File: src/rtl/mine_field_engine.sv
// Saper minefield engine: LFSR mine placement into a run-time sized bitmap and reveal/flag resolution.
// Define MINE_NEIGHBOUR_COUNT_EN to add the 8-cycle neighbour-mine scan on safe reveals.
`timescale 1ns/1ps
module mine_field_engine #(
  parameter int unsigned MAX_DIM   = 16,
  parameter int unsigned IDX_W     = 5,
  parameter int unsigned CNT_W     = 9,
  parameter logic [15:0] LFSR_SEED = 16'hACE1
) (
  input  logic                       clk,
  input  logic                       rst,
  input  logic                       gen_start,
  input  logic [IDX_W-1:0]           dim,
  input  logic [CNT_W-1:0]           mines_num,
  output logic                       busy,
  input  logic                       cmd_valid,
  output logic                       cmd_ready,
  input  logic                       cmd_op,
  input  logic [IDX_W-1:0]           cmd_x,
  input  logic [IDX_W-1:0]           cmd_y,
  output logic                       explode,
  output logic                       defuse,
  output logic                       mark_flag,
  output logic [3:0]                 cell_count,
  output logic [CNT_W-1:0]           flags_placed,
  output logic [MAX_DIM*MAX_DIM-1:0] mine_map,
  output logic [MAX_DIM*MAX_DIM-1:0] flag_map
);
  localparam int unsigned CELLS  = MAX_DIM * MAX_DIM;
  localparam int unsigned CELL_W = $clog2(CELLS);
  localparam int unsigned SQ_W   = 2 * IDX_W;
  localparam int unsigned CMP_W  = (SQ_W > CNT_W) ? SQ_W : CNT_W;
  localparam int unsigned NB_W   = IDX_W + 1;

  localparam logic [15:0]      LFSR_TAPS = 16'hB400;
  localparam logic [IDX_W-1:0] DIM_MAX   = IDX_W'(MAX_DIM);
  localparam logic [IDX_W-1:0] DIM_MIN   = IDX_W'(1);

  localparam logic [2:0] ST_IDLE  = 3'd0;
  localparam logic [2:0] ST_CLEAR = 3'd1;
  localparam logic [2:0] ST_PLACE = 3'd2;
  localparam logic [2:0] ST_READY = 3'd3;
  localparam logic [2:0] ST_CHECK = 3'd4;
`ifdef MINE_NEIGHBOUR_COUNT_EN
  localparam logic [2:0] ST_COUNT = 3'd5;
`endif
  localparam logic [2:0] ST_DEAD  = 3'd6;

  // Row-major cell address; callers mask out-of-range coordinates themselves.
  function automatic logic [CELL_W-1:0] cell_idx(input logic [NB_W-1:0] x, input logic [NB_W-1:0] y);
    return CELL_W'(32'(y) * MAX_DIM + 32'(x));
  endfunction

  logic [2:0]             state, state_nxt;
  logic [15:0]            lfsr, lfsr_nxt;
  logic [IDX_W-1:0]       dim_eff, dim_eff_nxt;
  logic [CNT_W-1:0]       mines_eff, mines_eff_nxt;
  logic [CNT_W-1:0]       remaining, remaining_nxt;
  logic [CELLS-1:0]       mine_map_nxt, flag_map_nxt;
  logic [CNT_W-1:0]       flags_nxt;
  logic                   cmd_op_q, cmd_op_nxt;
  logic [IDX_W-1:0]       cmd_x_q, cmd_x_nxt, cmd_y_q, cmd_y_nxt;
  logic                   explode_nxt, defuse_nxt, mark_nxt;
  logic [3:0]             cell_count_nxt;

  logic [IDX_W-1:0]       dim_clamp_c;
  logic [CMP_W-1:0]       cap_c;
  logic [CNT_W-1:0]       mines_clamp_c;
  logic [NB_W-1:0]        dim_e_c, cand_x_c, cand_y_c;
  logic [CELL_W-1:0]      cand_idx_c, tgt_idx_c;
  logic                   cand_ok_c, tgt_in_c;

`ifdef MINE_NEIGHBOUR_COUNT_EN
  localparam logic [NB_W-1:0] NB_ONE = NB_W'(1);
  logic [2:0]             nb_idx, nb_idx_nxt;
  logic [3:0]             nb_acc, nb_acc_nxt;
  logic [NB_W-1:0]        nb_x_c, nb_y_c, cur_x_c, cur_y_c;
  logic                   nb_hit_c;
`endif

  assign busy      = (state == ST_CLEAR) || (state == ST_PLACE);
  assign cmd_ready = (state == ST_READY) && !gen_start;

  // Board size and mine count limits applied when a generation starts.
  always_comb begin
    if (dim == '0) dim_clamp_c = DIM_MIN;
    else if (dim > DIM_MAX) dim_clamp_c = DIM_MAX;
    else dim_clamp_c = dim;
    cap_c = CMP_W'(dim_clamp_c) * CMP_W'(dim_clamp_c) - CMP_W'(1);
    if (CMP_W'(mines_num) > cap_c) mines_clamp_c = CNT_W'(cap_c);
    else mines_clamp_c = mines_num;
  end

  // Placement candidate and command target decoding.
  always_comb begin
    dim_e_c    = {1'b0, dim_eff};
    cand_x_c   = {1'b0, lfsr[IDX_W-1:0]};
    cand_y_c   = {1'b0, lfsr[2*IDX_W-1:IDX_W]};
    cand_idx_c = cell_idx(cand_x_c, cand_y_c);
    cand_ok_c  = (cand_x_c < dim_e_c) && (cand_y_c < dim_e_c) && !mine_map[cand_idx_c];
    tgt_in_c   = (cmd_x_q < dim_eff) && (cmd_y_q < dim_eff);
    tgt_idx_c  = cell_idx({1'b0, cmd_x_q}, {1'b0, cmd_y_q});
  end

`ifdef MINE_NEIGHBOUR_COUNT_EN
  // Neighbour under scan, order N, NE, E, SE, S, SW, W, NW; underflow wraps high so it reads as out of range.
  always_comb begin
    cur_x_c = {1'b0, cmd_x_q};
    cur_y_c = {1'b0, cmd_y_q};
    nb_x_c  = cur_x_c;
    nb_y_c  = cur_y_c;
    case (nb_idx)
      3'd0: nb_y_c = cur_y_c - NB_ONE;
      3'd1: begin nb_x_c = cur_x_c + NB_ONE; nb_y_c = cur_y_c - NB_ONE; end
      3'd2: nb_x_c = cur_x_c + NB_ONE;
      3'd3: begin nb_x_c = cur_x_c + NB_ONE; nb_y_c = cur_y_c + NB_ONE; end
      3'd4: nb_y_c = cur_y_c + NB_ONE;
      3'd5: begin nb_x_c = cur_x_c - NB_ONE; nb_y_c = cur_y_c + NB_ONE; end
      3'd6: nb_x_c = cur_x_c - NB_ONE;
      3'd7: begin nb_x_c = cur_x_c - NB_ONE; nb_y_c = cur_y_c - NB_ONE; end
    endcase
    nb_hit_c = (nb_x_c < dim_e_c) && (nb_y_c < dim_e_c) && mine_map[cell_idx(nb_x_c, nb_y_c)];
  end
`endif

  // Next-state and registered-output logic; gen_start overrides every state.
  always_comb begin
    state_nxt      = state;
    lfsr_nxt       = lfsr[0] ? ((lfsr >> 1) ^ LFSR_TAPS) : (lfsr >> 1);
    dim_eff_nxt    = dim_eff;
    mines_eff_nxt  = mines_eff;
    remaining_nxt  = remaining;
    mine_map_nxt   = mine_map;
    flag_map_nxt   = flag_map;
    flags_nxt      = flags_placed;
    cmd_op_nxt     = cmd_op_q;
    cmd_x_nxt      = cmd_x_q;
    cmd_y_nxt      = cmd_y_q;
    explode_nxt    = 1'b0;
    defuse_nxt     = 1'b0;
    mark_nxt       = 1'b0;
    cell_count_nxt = cell_count;
`ifdef MINE_NEIGHBOUR_COUNT_EN
    nb_idx_nxt     = nb_idx;
    nb_acc_nxt     = nb_acc;
`endif
    if (gen_start) begin
      state_nxt     = ST_CLEAR;
      dim_eff_nxt   = dim_clamp_c;
      mines_eff_nxt = mines_clamp_c;
    end else begin
      case (state)
        ST_IDLE: state_nxt = ST_IDLE;
        ST_CLEAR: begin
          mine_map_nxt  = '0;
          flag_map_nxt  = '0;
          flags_nxt     = '0;
          remaining_nxt = mines_eff;
          state_nxt     = (mines_eff == '0) ? ST_READY : ST_PLACE;
        end
        ST_PLACE: begin
          if (cand_ok_c) begin
            mine_map_nxt[cand_idx_c] = 1'b1;
            remaining_nxt = remaining - CNT_W'(1);
            if (remaining == CNT_W'(1)) state_nxt = ST_READY;
          end
        end
        ST_READY: begin
          if (cmd_valid) begin
            cmd_op_nxt = cmd_op;
            cmd_x_nxt  = cmd_x;
            cmd_y_nxt  = cmd_y;
            state_nxt  = ST_CHECK;
          end
        end
        ST_CHECK: begin
          state_nxt = ST_READY;
          if (tgt_in_c) begin
            if (cmd_op_q) begin
              flag_map_nxt[tgt_idx_c] = ~flag_map[tgt_idx_c];
              flags_nxt = flag_map[tgt_idx_c] ? (flags_placed - CNT_W'(1))
                                              : (flags_placed + CNT_W'(1));
              mark_nxt  = 1'b1;
            end else if (!flag_map[tgt_idx_c]) begin
              if (mine_map[tgt_idx_c]) begin
                explode_nxt = 1'b1;
                state_nxt   = ST_DEAD;
              end else begin
`ifdef MINE_NEIGHBOUR_COUNT_EN
                nb_idx_nxt = 3'd0;
                nb_acc_nxt = 4'd0;
                state_nxt  = ST_COUNT;
`else
                defuse_nxt = 1'b1;
`endif
              end
            end
          end
        end
`ifdef MINE_NEIGHBOUR_COUNT_EN
        ST_COUNT: begin
          nb_idx_nxt = nb_idx + 3'd1;
          nb_acc_nxt = nb_acc + {3'b000, nb_hit_c};
          if (nb_idx == 3'd7) begin
            cell_count_nxt = nb_acc + {3'b000, nb_hit_c};
            defuse_nxt     = 1'b1;
            state_nxt      = ST_READY;
          end
        end
`endif
        ST_DEAD: state_nxt = ST_DEAD;
        default: state_nxt = ST_IDLE;
      endcase
    end
  end

  always_ff @(posedge clk or negedge rst) begin
    if (!rst) begin
      state        <= ST_IDLE;
      lfsr         <= LFSR_SEED;
      dim_eff      <= DIM_MIN;
      mines_eff    <= '0;
      remaining    <= '0;
      mine_map     <= '0;
      flag_map     <= '0;
      flags_placed <= '0;
      cmd_op_q     <= 1'b0;
      cmd_x_q      <= '0;
      cmd_y_q      <= '0;
      explode      <= 1'b0;
      defuse       <= 1'b0;
      mark_flag    <= 1'b0;
      cell_count   <= 4'd0;
`ifdef MINE_NEIGHBOUR_COUNT_EN
      nb_idx       <= 3'd0;
      nb_acc       <= 4'd0;
`endif
    end else begin
      state        <= state_nxt;
      lfsr         <= lfsr_nxt;
      dim_eff      <= dim_eff_nxt;
      mines_eff    <= mines_eff_nxt;
      remaining    <= remaining_nxt;
      mine_map     <= mine_map_nxt;
      flag_map     <= flag_map_nxt;
      flags_placed <= flags_nxt;
      cmd_op_q     <= cmd_op_nxt;
      cmd_x_q      <= cmd_x_nxt;
      cmd_y_q      <= cmd_y_nxt;
      explode      <= explode_nxt;
      defuse       <= defuse_nxt;
      mark_flag    <= mark_nxt;
      cell_count   <= cell_count_nxt;
`ifdef MINE_NEIGHBOUR_COUNT_EN
      nb_idx       <= nb_idx_nxt;
      nb_acc       <= nb_acc_nxt;
`endif
    end
  end

endmodule

File: config.mk
export PLATFORM = sky130hd
export DESIGN_NAME = mine_field_engine
export DESIGN_NICKNAME = d
export VERILOG_FILES = /design/src/rtl/mine_field_engine.sv
export SDC_FILE = /design/constraint.sdc
export NUM_CORES = 2
export LEC_CHECK = 0
export BUFFER_PORTS_ARGS = -buffer_cell sky130_fd_sc_hd__buf_2
export CAP_MARGIN = 25
export CORE_MARGIN = 2
export CORE_UTILIZATION = 57
export CTS_CLUSTER_DIAMETER = 200
export DETAILED_ROUTE_END_ITERATION = 8
export MAX_ROUTING_LAYER = met4
export PLACE_DENSITY = 0.81
export SYNTH_ARGS = -nofsm -noshare
export SYNTH_HDL_FRONTEND = slang
export SYNTH_SLANG_ARGS = --single-unit
File: constraint.sdc
create_clock -name clk -period 7 [get_ports clk]
set_input_delay 0.7 -clock clk [delete_from_list [all_inputs] [get_ports clk]]
set_output_delay 0.7 -clock clk [all_outputs]
set_load 0.05 [all_outputs]
== Word-level counts from Yosys, hierarchy flattened ==
Index checks and enable logic that the tools add are counted.

* Register bits after elaboration: 577
* Input port bits: 29
* Output and inout bits: 530
* Word-level logic and storage cells: 116

* Add/sub/neg operators: 6
* Multipliers: 1
* Magnitude comparators: 10
* Eq/ne operators: 12
* Muxes and demuxes: 52
* Bitwise gates (word level): 4
* Reduce and logical (&&, ||, !) cells: 17

{| class="wikitable"
|+ Operator list
! kind !! number
|-
| $pmux W256 S2 || 2
|-
| $mux W256 || 3
|-
| $bwmux W256 || 1
|-
| $or A256 B256 Y256 || 1
|-
| $mux W9 || 5
|-
| $pmux W9 S2 || 2
|-
| $bmux W1 S8 || 3
|-
| $mux W3 || 8
|-
| $mux W1 || 22
|-
| $lt A5 B5 Y1 || 4
|-
| $lt A8 B9 Y1 const B || 2
|-
| $sub A9 B1 Y9 const B || 2
|-
| $add A8 B5 Y8 || 2
|-
| $demux W1 S8 || 2
|-
| $ge A8 B1 Y1 const B || 2
|-
| $mux W16 || 1
|-
| $pmux W3 S5 || 1
|-
| $gt A9 B10 Y1 || 1
|-
| $mul A5 B5 Y10 || 1
|-
| $mux W5 || 2
|-
| $sub A10 B1 Y10 const B || 1
|-
| $add A9 B1 Y9 const B || 1
|-
| $eq A9 B1 Y1 const B || 1
|-
| $logic_not A9 Y1 || 1
|-
| other kinds (16) || 31
|}

== Logic depth before layout (Yosys ltp) ==
* Depth after elaboration: 9
* Gate-level depth with buffers: 23
* Depth with buffers taken out: 21

== Worst setup path after synthesis ==
OpenSTA, ideal clock, no wires.

* Path type: input port to flip-flop
* From: in dim[4]
* To: reg mines_eff[0]
* Setup time: 126 ps
* Arrival: 4,796 ps
* Required time: 6,874 ps
* Path slack: 2,078 ps
* Cell stages on the path: 20
* Path buffers: 1
* Cells stage by stage: clkbuf_1 nor2b_1 and2_1 ha_1 inv_1 fa_1 inv_1 ha_1 ha_1 a21boi_0 nor2_1 xor2_1 ha_1 a21o_1 a21o_1 a21o_1 a221o_1 and3_1 and3_1 a311o_1

* Word-level cells in the longest chain between the ends: 7
* Elaborated cells on any way between the ends: 8
* Classes of those cells: add/sub (1); mul (1); order compare (2); mux (3); reduce/logical (1)

{| class="wikitable"
|+ RTL lines
! item !! line !! RTL
|-
| start, declared || 13 || <nowiki>input logic [IDX_W-1:0] dim,</nowiki>
|-
| $gt A5 B5 Y1 || 87 || <nowiki>else if (dim > DIM_MAX) dim_clamp_c = DIM_MAX;</nowiki>
|-
| $mux W5 || 87 ||
|-
| $mux W5 * || 86 || <nowiki>if (dim == '0) dim_clamp_c = DIM_MIN;</nowiki>
|-
| $mul A5 B5 Y10 * || 89 || <nowiki>cap_c = CMP_W'(dim_clamp_c) * CMP_W'(dim_clamp_c) - CMP_W'(1);</nowiki>
|-
| $sub A10 B1 Y10 * || 89 ||
|-
| $gt A9 B10 Y1 || 90 || <nowiki>if (CMP_W'(mines_num) > cap_c) mines_clamp_c = CNT_W'(cap_c);</nowiki>
|-
| $mux W9 * || 90 ||
|-
| end signal, assigned || 242 || <nowiki>mines_eff <= mines_eff_nxt;</nowiki>
|-
| end, declared || 57 || <nowiki>logic [CNT_W-1:0] mines_eff, mines_eff_nxt;</nowiki>
|}

Mark *: on every way between the ends. The rest lies on a longest branch, timed or not.
A chain may end at the register's enable or synchronous reset.

== Final worst setup path ==
* From: reg cmd_x_q[0]
* To: reg flags_placed[8]

* Word-level cells in the longest chain between the ends: 7
* Elaborated cells on any way between the ends: 11
* Classes of those cells: add/sub (1); order compare (1); eq/ne (1); mux (6); reduce/logical (2)

{| class="wikitable"
|+ RTL lines
! item !! line !! RTL
|-
| start, declared || 62 || <nowiki>logic [IDX_W-1:0] cmd_x_q, cmd_x_nxt, cmd_y_q, cmd_y_nxt;</nowiki>
|-
| start signal, assigned || 248 || <nowiki>cmd_x_q <= cmd_x_nxt;</nowiki>
|-
| $add A8 B5 Y8 || 51 || <nowiki>return CELL_W'(32'(y) * MAX_DIM + 32'(x));</nowiki>
|-
| $bmux W1 S8 || 181 || <nowiki>flags_nxt = flag_map[tgt_idx_c] ? (flags_placed - CNT_W'(1))</nowiki>
|-
| $mux W1 (implied by the code) || 181 ||
|-
| $mux W9 || 181 ||
|-
| $mux W9 || 179 || <nowiki>if (cmd_op_q) begin</nowiki>
|-
| $mux W9 || 178 || <nowiki>if (tgt_in_c) begin</nowiki>
|-
| $pmux W9 S2 || 152 || <nowiki>case (state)</nowiki>
|-
| end signal, assigned || 246 || <nowiki>flags_placed <= flags_nxt;</nowiki>
|-
| end, declared || 25 || <nowiki>output logic [CNT_W-1:0] flags_placed,</nowiki>
|}

Parallel ways exist; a longest one is shown, timed or not. The select of a mux whose other input is x is not followed.

==> metrics.log <==
INFO  metric grt_util_all_layers = 0.444
INFO  metric cts.repair_timing.setup_buffer_count = 0
INFO  metric total_leakage_power = 17.3 nW
INFO  metric power.sequential.fraction = 0.314
INFO  metric synth.top_cell.area_share = 0.445
INFO  metric drt_first_iter_violations = 6074
INFO  metric yosys_warnings = 0
INFO  metric final_power = 12.0 mW
INFO  metric synth.ff_latch_count = 577
INFO  metric synth_compound_gate_area_share = 0.143
INFO  metric crit_path_start_kind = flop
INFO  metric timing.critical_path.cells = buf_12 -> buf_4 -> mux4_2 -> a22oi_1 -> nand2_1 -> a21oi_1 -> a22o_1 -> a32o_4 -> inv_1 -> fa_1 -> a21oi_1 -> nor2_1 -> nor2_1 -> o21bai_1 -> a21oi_1 -> o21ai_0 -> xnor2_1 -> o21ai_0 -> a21bo_2
INFO  metric place_ws = 1.38 ns
INFO  metric die-height = 241 um
INFO  metric netlist-cell-type-count = 71
INFO  metric htree_levels = 2
INFO  metric vias_in_the_first_global_route = 29112
INFO  metric critical-path-max-stage-delay = 0.76 ns
INFO  metric dpl.cell_count = 4190
INFO  metric final-instance-count-excl-fill = 4307
INFO  metric drc = 0
INFO  metric clkLatencyLatePin = 0.68 ns
INFO  metric clock_skew = 0.0578 ns
INFO  metric synthSimpleGateAreaFrac = 0.158
INFO  metric grt_pass1_wl = 187000 um
INFO  metric postSynth.asyncResetShare = 1.00
INFO  metric number_of_antenna_violations_at_the_first_check_in_global_routing = 4
INFO  metric mostFrequentLayoutCell = sky130_fd_sc_hd__dfrtp_1
INFO  metric post-route-util = 0.672
INFO  metric cp_data_arrival_time = 6.15 ns
INFO  metric rsz0062_at_grt = false
INFO  metric worst_ep_required_time = 7.51 ns
INFO  metric synth_area_leaders = sky130_fd_sc_hd__dfrtp_1 (44%), sky130_fd_sc_hd__mux4_2 (15%), sky130_fd_sc_hd__a21oi_1 (6.3%)
INFO  metric critPathMostFrequentCell = sky130_fd_sc_hd__a21oi_1
INFO  metric die_w = 241 um
INFO  metric clkSlewWorstSetupHoldPaths = 0.07 ns
INFO  metric finish.instance_area = 37200 um2
INFO  metric post_dp_area = 35000 um2
INFO  metric cellPowerDensity = 322 nW/um2
INFO  metric clk_path_buf_depth = 3
INFO  metric placement_rows = 86
INFO  metric cts.sinks = 577
INFO  metric gr-total-overflow = 0
INFO  metric cp_max_fo = 32
INFO  metric grt_max_degree = 226
INFO  metric place.port_buffers = 554
INFO  metric p_comb_frac = 0.389
INFO  metric detailedRoute.firstPassIterationCount = 7
INFO  metric postSynth.topFlopCell = sky130_fd_sc_hd__dfrtp_1
INFO  metric ios = 559
INFO  metric cpLargestDelayFamily = compound AO/OA/AOI/OAI gates
INFO  metric postRouteWirelength = 126000 um
INFO  metric final_antenna_net_count = 0
INFO  metric synth-seq-area-share = 0.452
INFO  metric vias = 31481
INFO  metric timing.setup.tns = 0 ns
INFO  metric avgRoutedWirePerCell = 29.3 um
INFO  metric largest_family_of_logic_cells_by_synthesized_area = multiplexers
INFO  metric worst_min_path_class = primary input to asynchronous set/reset pin
INFO  metric ctsHoldBuffers = 0
INFO  metric drive_gt1_frac = 0.278
INFO  metric areaGrowthSynthToFinish = 16.3%
INFO  metric worst_r2r_path_depth = 19
INFO  metric timing.final.hold_violations = 0
INFO  metric regToRegStartpoint = cmd_x_q[0]
INFO  metric register_area = 14500 um2
INFO  metric maxCapViolCount = 0
INFO  metric power.switching_fraction = 0.445
INFO  metric detail_route.vias_per_cell = 7.31
INFO  metric finalWeightedCongestion = 1.01
INFO  metric place.detailed.hpwl = 83500 um
INFO  metric critical_path_class = flop to flop
INFO  metric worst_slew_margin_rel = 0.183
INFO  metric critical_path.endpoint_type = flop
INFO  metric vdd.ir_drop.worst = 471 uV
INFO  metric crit_path_setup_slack_layout = 1.37 ns
INFO  metric cts_resized = 0
INFO  metric holdWs = 0.0626 ns
INFO  metric report.final.setup_viol = 0
INFO  metric timing_worst_slew_pin_value = 1.23 ns
INFO  metric syn_avg_cell_area = 10.2 um2
INFO  metric layout_worst_path_cycle_share = 0.805
INFO  metric power_switching = 5.33 mW
INFO  metric tritoncts.num_buffers = 59
INFO  metric fmax = 177 MHz
INFO  metric start_util = 0.578
INFO  metric final_cell_mix = sky130_fd_sc_hd__dfrtp_1 (562), sky130_fd_sc_hd__buf_2 (553), sky130_fd_sc_hd__nor2_1 (458), sky130_fd_sc_hd__a21oi_1 (405), sky130_fd_sc_hd__mux4_2 (211)
INFO  metric cts_root_buf = sky130_fd_sc_hd__clkbuf_16
INFO  metric syn_area = 32000 um2
INFO  metric critical_path.slowest_cell = sky130_fd_sc_hd__dfrtp_4
INFO  metric die_area = 58000 um2
INFO  metric synth_edf_count = 0
INFO  metric synth_top_cell_by_area = sky130_fd_sc_hd__dfrtp_1
INFO  metric drv_slew = 0
INFO  metric multi_input_area = 16000 um2
INFO  metric power_report.internal_total = 6.66 mW
INFO  metric area_inside_the_core_boundary = 55300 um2
INFO  metric crit_path_buf_inv_count = 3
INFO  metric power.share.clock = 0.297
INFO  metric run_status = finished clean
INFO  metric synthAdderAreaFrac = 0.0237
INFO  metric finish.net_count = 3591
INFO  metric netlist_instances = 3148
INFO  metric r2r_slack = 1.37 ns
INFO  metric cts_tree = done
INFO  metric n_fill_cell = 4301
INFO  metric fin_crit = 5.63 ns
INFO  metric post_synthesis_mux_area_share = 0.169
INFO  metric synth_xor_area_frac = 0.00493
INFO  metric destination_of_the_worst_register_to_register_timing_path = flags_placed[8]
## synthesized netlist by cell type, drive strengths merged (7+ instances only)
cell,instances
nor2,462
dfstp,9
o21ai,145
mux4,222
nand2b,20
inv,46
nor3,156
mux2i,19
dfrtp,568
clkbuf,222
xor2,9
nand2,100
nor2b,14
a31oi,136
buf,104
a21o,20
mux2,16
a21oi,408
xnor2,9
nand3,34
ha,51
a22oi,25
o22a,7
nor4,127
nand4,119
## registers in the layout (all words and copies together), names as in the netlist, 5 cells and up
signal and flops:
dim_eff 5, cmd_y_q 5, flags_placed 9, mine_map 256, lfsr 16, mines_eff 9, cmd_x_q 5, flag_map 256
remaining 9
## final cells by class
class | count | share of cell area
Tap cell | 748 | 0.0252
Inverter | 46 | 0.00464
Sequential cell | 577 | 0.389
Antenna cell | 5 | 0.000337
Timing Repair Buffer | 615 | 0.0908
Clock inverter | 26 | 0.0123
Multi-Input combinational cell | 2206 | 0.431
Clock buffer | 84 | 0.0463
## cells by family (layout without fill, tap and decap cells)
| logic type | count (synthesis) | count (layout) |
|---|---|---|
| muxes | 257 | 257 |
| buffers and inverters | 372 | 771 |
| DFF | 577 | 577 |
| adders and majority gates | 57 | 57 |
| xor gates and xnor gates | 18 | 18 |
| and+or+nand+nor | 1062 | 1062 |
| other | 2 | 14 |
| AOI/OAI and AO/OA | 803 | 803 |
## worst max path at each step
stage	to	cells after the start	slack, ns	start
after floorplan	mines_eff[0]	20	2.08	dim[4]
after global placement	flags_placed[8]	18	1.41	cmd_x_q[0]
after detailed placement	flags_placed[8]	18	1.38	cmd_x_q[0]
after CTS	flags_placed[8]	18	1.24	cmd_x_q[0]
after global routing	flags_placed[8]	19	0.94	cmd_x_q[0]
final	flags_placed[8]	19	1.37	cmd_x_q[0]
## power by group through the flow
stage,sequential (mW),clock [mW],combinational (mW)
floorplan,3.80,0,3.02
global placement,3.84,0,4.25
detailed placement,3.85,0,4.35
CTS,3.79,3.54,4.37
global route,3.78,3.67,4.81
finish,3.76,3.56,4.67
## metal layers
| metal | vias to the layer above | share of wire | global-route usage |
|---|---|---|---|
| met4 | 0 | 0.067 | 0.222 |
| met3 | 587 | 0.17 | 0.156 |
| met2 | 3194 | 0.41 | 0.589 |
| li1 | 12493 | - | - |
| met1 | 15207 | 0.35 | 0.606 |
| met5 | - | 0 | - |
Note: power is estimated with default switching activity, not from simulation.
